`src/rtl/riscv_pkg.sv`:
```
// Shared types for the data-memory path: access sizes and the request bundle
// that the arbiter forwards to the memory side.
package riscv_pkg;

    localparam int unsigned DATA_W = 32;

    typedef enum logic [1:0] {
        MEM_B = 2'd0,
        MEM_H = 2'd1,
        MEM_W = 2'd2
    } mem_size_e;

    // size is kept as raw bits so the illegal encoding 2'd3 stays representable
    typedef struct packed {
        logic              req;
        logic              we;
        logic [1:0]        size;
        logic [DATA_W-1:0] addr;
        logic [DATA_W-1:0] wdata;
    } mem_req_t;

endpackage

```
`src/rtl/dmem_lane_align.sv`:
```
// Byte-lane helper: alignment check, byte-enable generation and write-data
// shift for one data-memory request.
module dmem_lane_align
    import riscv_pkg::*;
#(
    parameter int XLEN = 32
) (
    input  logic [1:0]      size_i,
    input  logic [1:0]      off_i,
    input  logic [XLEN-1:0] wdata_i,
    output logic            err_o,
    output logic [3:0]      be_o,
    output logic [XLEN-1:0] wdata_o
);

    // size/offset decode into lane enables and the misalignment flag
    always_comb begin
        err_o = 1'b0;
        be_o  = 4'b0000;
        case (size_i)
            MEM_B: begin
                be_o  = 4'b0001 << off_i;
                err_o = 1'b0;
            end
            MEM_H: begin
                be_o  = 4'b0011 << off_i;
                err_o = off_i[0];
            end
            MEM_W: begin
                be_o  = 4'b1111;
                err_o = (off_i != 2'b00);
            end
            default: begin
                be_o  = 4'b0000;
                err_o = 1'b1;
            end
        endcase
    end

    assign wdata_o = wdata_i << {off_i, 3'b000};

endmodule

```
`src/rtl/dmem_arbiter.sv`:
```
// Shares the single-ported data memory between the CPU MEM stage and the
// debug/loader port; CPU wins ties until its grant streak hits the limit.
module dmem_arbiter
    import riscv_pkg::*;
#(
    parameter int XLEN         = 32,
    parameter int MemDepth     = 4096,
    parameter int MaxCpuStreak = 4,
    localparam int AW          = $clog2(MemDepth)
) (
    input  logic            clk_i,
    input  logic            rst_i,
    input  logic            cpu_req_i,
    input  logic            cpu_we_i,
    input  logic [1:0]      cpu_size_i,
    input  logic [XLEN-1:0] cpu_addr_i,
    input  logic [XLEN-1:0] cpu_wdata_i,
    output logic            cpu_gnt_o,
    output logic            cpu_rvalid_o,
    output logic [XLEN-1:0] cpu_rdata_o,
    output logic            cpu_err_o,
    output logic            cpu_stall_o,
    input  logic            dbg_req_i,
    input  logic            dbg_we_i,
    input  logic [1:0]      dbg_size_i,
    input  logic [XLEN-1:0] dbg_addr_i,
    input  logic [XLEN-1:0] dbg_wdata_i,
    output logic            dbg_gnt_o,
    output logic            dbg_rvalid_o,
    output logic [XLEN-1:0] dbg_rdata_o,
    output logic            dbg_err_o,
    output logic            mem_req_o,
    output logic            mem_we_o,
    output logic [AW-1:0]   mem_addr_o,
    output logic [3:0]      mem_be_o,
    output logic [XLEN-1:0] mem_wdata_o,
    input  logic [XLEN-1:0] mem_rdata_i
);

    localparam logic [3:0] STREAK_MAX = 4'(MaxCpuStreak);

    logic [3:0]      streak_r;
    logic            cpu_gnt_s;
    logic            dbg_gnt_s;
    logic            any_gnt_s;
    mem_req_t        sel_s;
    logic            align_err_s;
    logic [3:0]      be_s;
    logic [XLEN-1:0] wdata_sh_s;
    logic            rsp_valid_q;
    logic            rsp_owner_q;
    logic [1:0]      off_q;
    logic            err_q;
    logic            rsp_live_s;
    logic [XLEN-1:0] rsp_data_s;
    logic            unused_s;

    // grant selection: CPU first, debug forced in once the CPU streak is full
    always_comb begin
        cpu_gnt_s = 1'b0;
        dbg_gnt_s = 1'b0;
        if (rst_i) begin
            cpu_gnt_s = 1'b0;
            dbg_gnt_s = 1'b0;
        end else if (cpu_req_i && dbg_req_i) begin
            if (streak_r == STREAK_MAX) begin
                dbg_gnt_s = 1'b1;
            end else begin
                cpu_gnt_s = 1'b1;
            end
        end else begin
            cpu_gnt_s = cpu_req_i;
            dbg_gnt_s = dbg_req_i;
        end
    end

    assign any_gnt_s = cpu_gnt_s | dbg_gnt_s;

    // route the winning request onto the shared memory path
    always_comb begin
        sel_s = '0;
        if (dbg_gnt_s) begin
            sel_s = '{req: dbg_req_i, we: dbg_we_i, size: dbg_size_i,
                      addr: dbg_addr_i, wdata: dbg_wdata_i};
        end else begin
            sel_s = '{req: cpu_req_i, we: cpu_we_i, size: cpu_size_i,
                      addr: cpu_addr_i, wdata: cpu_wdata_i};
        end
    end

    dmem_lane_align #(.XLEN(XLEN)) u_lane_align (
        .size_i  (sel_s.size),
        .off_i   (sel_s.addr[1:0]),
        .wdata_i (sel_s.wdata),
        .err_o   (align_err_s),
        .be_o    (be_s),
        .wdata_o (wdata_sh_s)
    );

    // illegal accesses are granted but never reach the memory
    assign mem_req_o   = any_gnt_s & ~align_err_s;
    assign mem_we_o    = mem_req_o & sel_s.we;
    assign mem_addr_o  = sel_s.addr[AW+1:2];
    assign mem_be_o    = be_s;
    assign mem_wdata_o = wdata_sh_s;

    assign cpu_gnt_o   = cpu_gnt_s;
    assign dbg_gnt_o   = dbg_gnt_s;
    assign cpu_stall_o = cpu_req_i & ~cpu_gnt_s;

    // count consecutive CPU wins while debug is kept waiting
    always_ff @(posedge clk_i) begin
        if (rst_i) begin
            streak_r <= 4'd0;
        end else if (dbg_gnt_s || !dbg_req_i) begin
            streak_r <= 4'd0;
        end else if (cpu_gnt_s && (streak_r != STREAK_MAX)) begin
            streak_r <= streak_r + 4'd1;
        end else begin
            streak_r <= streak_r;
        end
    end

    // remember owner, lane offset and error of the access answered next cycle
    always_ff @(posedge clk_i) begin
        if (rst_i) begin
            rsp_valid_q <= 1'b0;
            rsp_owner_q <= 1'b0;
            off_q       <= 2'd0;
            err_q       <= 1'b0;
        end else begin
            rsp_valid_q <= any_gnt_s;
            rsp_owner_q <= dbg_gnt_s;
            off_q       <= sel_s.addr[1:0];
            err_q       <= align_err_s;
        end
    end

    // a response that lands in a reset cycle is dropped, not delivered
    assign rsp_live_s = rsp_valid_q & ~rst_i;
    assign rsp_data_s = err_q ? '0 : (mem_rdata_i >> {off_q, 3'b000});

    assign cpu_rvalid_o = rsp_live_s & ~rsp_owner_q;
    assign cpu_err_o    = cpu_rvalid_o & err_q;
    assign cpu_rdata_o  = cpu_rvalid_o ? rsp_data_s : '0;
    assign dbg_rvalid_o = rsp_live_s & rsp_owner_q;
    assign dbg_err_o    = dbg_rvalid_o & err_q;
    assign dbg_rdata_o  = dbg_rvalid_o ? rsp_data_s : '0;

    assign unused_s = ^{sel_s.req, sel_s.addr[XLEN-1:AW+2]};

endmodule
```
`config.mk`:
```
export PLATFORM = sky130hd
export DESIGN_NAME = dmem_arbiter
export DESIGN_NICKNAME = d
export VERILOG_FILES = /design/src/rtl/riscv_pkg.sv /design/src/rtl/dmem_lane_align.sv /design/src/rtl/dmem_arbiter.sv
export SDC_FILE = /design/constraint.sdc
export NUM_CORES = 1
export LEC_CHECK = 0
export ABC_CLOCK_PERIOD_IN_PS = 9300
export BUFFER_PORTS_ARGS = -buffer_cell sky130_fd_sc_hd__buf_2
export CAP_MARGIN = 20
export CELL_PAD_IN_SITES_DETAIL_PLACEMENT = 0
export CELL_PAD_IN_SITES_GLOBAL_PLACEMENT = 1
export CORE_AREA = 2 2 113 115
export CTS_CLUSTER_DIAMETER = 80
export DETAILED_ROUTE_END_ITERATION = 10
export DIE_AREA = 0 0 115 117
export GPL_TIMING_DRIVEN = 0
export PLACE_DENSITY_LB_ADDON = 0.15
export REMOVE_ABC_BUFFERS = 1
export SLEW_MARGIN = 5
export SYNTH_ARGS = -nofsm -noshare
export SYNTH_HDL_FRONTEND = slang
export SYNTH_SLANG_ARGS = --single-unit
```
`constraint.sdc`:
```
create_clock -name clk_i -period 9.3 [get_ports clk_i]
set_clock_uncertainty 0.15 [all_clocks]
set_input_delay 2.325 -clock clk_i [delete_from_list [all_inputs] [get_ports clk_i]]
set_output_delay 2.325 -clock clk_i [all_outputs]
set_load 0.01 [all_outputs]
```
==> results.json <==
{
  "status": "complete, no violations",
  "die-area_mm2": 0.0135,
  "syn_inst": 384,
  "synth_top_area_cell": "mux2_2",
  "worst_pin_slew_ns": 0.976,
  "avgRoutedWirePerCell_um": 15.3,
  "hpwl_um": 9510,
  "drv_slew": 0,
  "stdcell_area_mm2": 0.00405,
  "grt_pass1_vias": 3333,
  "final_core_util": 0.329,
  "synth.area.top_cells": "mux2_2 17%, mux2i_1 17%, nor2_1 12%, dfxtp_1 6.9%, nand2_1 6.0%",
  "cts_hold_buf": 0,
  "crit_chain": "buf_2 > a211oi_4 > buf_8 > buf_16 > mux2i_1 > nand2_1 > and4_1 > buf_2",
  "criticalPathCategory": "in -> out",
  "p_sw_w": 0.000117,
  "synth.most_common_cell": "nor2_1",
  "combPwrFrac": 0.601,
  "grt_max_degree": 31,
  "crit_top_cell": "buf_2",
  "path_clk_slew_ns": 0.04,
  "setup_viol": 0,
  "globalplace.congestion": 0.810,
  "antenna_left": 0,
  "cts_tree": "built",
  "ys_types": 38,
  "worstSetupStartpointType": "input pin",
  "syn_area_mm2": 0.00262,
  "antenna_found_initial": 0,
  "port_buffers": 254,
  "swShare": 0.392,
  "fin_nets": 779,
  "std_cell_rows": 41,
  "ios": 291,
  "hold_path.class": "reg -> reg",
  "seq_area_frac_synth": 0.0689,
  "cts_resized": 0,
  "grt.total_usage": 0.156,
  "cpMaxStageDelayCell": "mux2i_1",
  "slew_headroom": 0.331,
  "netlist.area_leader.share": 0.172,
  "post-place-ws_ns": 1.66,
  "synthFlopType": "dfxtp_1",
  "regArea_um2": 180,
  "critPathMaxStageDelay_ns": 0.82,
  "drive_gt1_frac": 0.521,
  "die_h_um": 117,
  "period_minus_slack_ns": 7.58,
  "post_cts_buffers": 0,
  "die_w_um": 115,
  "wl_um": 11600,
  "viasPerCell": 4.72,
  "clk_latency_ns": 0.23,
  "cp_max_fo": 19,
  "yosys_warnings": 0,
  "drv_cap": 0,
  "start_util": 0.212,
  "root_buffer": "clkbuf_16",
  "clock-sinks": 9,
  "dr_total_vias": 3573,
  "end_kind": "primary output",
  "seqPwrFrac": 0.151,
  "fillerInstances": 1357,
  "grt_setup_unrepaired": "false",
  "cp.required_ns": 6.83,
  "power_leakage_nw": 2.12,
  "yosys_register_bits": 9,
  "htree_num_levels": 1,
  "internal-power_w": 0.000181,
  "grt_first_pass_wirelength_um": 16900,
  "numCtsBuffers": 3,
  "cp.arrival_ns": 5.11,
  "total_power_w": 0.000298,
  "synth_edf_count": 0,
  "drc": 0,
  "vdd_drop_max_mv": 0.0702,
  "area_growth_pct": 54.8,
  "finalWorstSetupSlack_ns": 1.72,
  "hold_viol": 0,
  "p_clk_frac": 0.248,
  "overflow": 0,
  "fin_crit_sh": 0.816,
  "timing.fmax_ghz": 0.132,
  "synth-async-reset-ratio": 0,
  "postPlaceCellArea_mm2": 0.00396,
  "clock_path_buffers": 2,
  "critical_path_buf_inv_count": 4,
  "multi_input_area_mm2": 0.00217,
  "pwr_density_cell_mw_per_mm2": 73.5,
  "fin_setup_tns_ns": 0,
  "synth_commonest_cells": "85 x nor2_1, 45 x mux2i_1, 42 x nand2_1, 40 x mux2_2, 19 x o21ai_0",
  "core_mm2": 0.0123,
  "cp_top_family": "multiplexers",
  "drtPass1Iterations": 4,
  "syn_area_per_cell_um2": 6.81,
  "drtIter0Drc": 212
}
-- power groups by stage --
stage / registers (W) / logic [W] / clock network [W]
floorplan: 0.0000455 / 0.0000925 / 0
global placement: 0.0000473 / 0.000174 / 0
detailed placement: 0.0000458 / 0.000180 / 0
CTS: 0.0000453 / 0.000181 / 0.0000760
global route: 0.0000458 / 0.000197 / 0.0000784
finish: 0.0000451 / 0.000179 / 0.0000737
-- logic make-up (layout without fill, tap and decap cells) --
group           count (synthesis)  in the layout  synth area share
xor+xnor                        2              2           0.00670
simple gates                  166            166             0.277
buf+inv                        52            274             0.106
mux                            86             86             0.350
compound gates                 67             67             0.182
fa+ha+maj                       2              2           0.00956
flops                           9              9            0.0689
other cells                     0              1                 0
-- layer usage --
layer / vias to the layer above / part of all wire / track usage
li1: 1780 / - / -
met1: 1599 / 0.38 / 0.174
met2: 186 / 0.51 / 0.304
met3: 8 / 0.097 / 0.0391
met4: 0 / 0.0088 / 0.0241
met5: - / 0 / 0
-- state kept, by name (all words and copies together), names as in the netlist --
register / cells
err_q: 1
off_q: 2
rsp_owner_q: 1
rsp_valid_q: 1
streak_r: 4
-- path summary, 6_finish.rpt --
check / from / to / slack, ns / depth (start not counted)
setup / recovery: rst_i / mem_we_o / 1.72 / 8
hold / removal: streak_r[0] / streak_r[0] / 0.31 / 1
setup reg to reg: streak_r[0] / err_q / 5.93 / 9
hold reg to reg: streak_r[0] / streak_r[0] / 0.31 / 1
-- metrics by stage --
step                cells  hold slack, ns
floorplan             341           0.280
global placement      745           0.300
detailed placement    751           0.305
CTS                   755           0.314
global route          756           0.358
finish                757           0.310
-- cells in the final DEF, fill, tap and decap left out, drive strengths merged --
cell type / count
a211oi: 2
a21oi: 3
a221o: 8
a31oi: 1
and2: 16
and3: 1
and4: 1
buf: 260
clkbuf: 5
clkinv: 1
dfxtp: 9
diode: 1
ha: 2
inv: 8
mux2: 41
mux2i: 45
nand2: 43
nand3: 4
nand3b: 1
nand4b: 1
nor2: 85
nor2b: 2
nor3: 8
nor4: 2
o211a: 1
o211ai: 16
o21ai: 27
o22ai: 9
or3: 2
xnor2: 1
xor2: 1
-- layout make-up --
| type | instances | share of cell area |
|---|---|---|
| multi-input combinational | 323 | 0.536 |
| timing repair buffer | 261 | 0.344 |
| tap | 150 | 0.0464 |
| sequential | 9 | 0.0445 |
| clock buffer | 4 | 0.0195 |
| inverter | 9 | 0.00834 |
| antenna | 1 | 0.000618 |
Note: power is estimated with default switching activity, not from simulation.
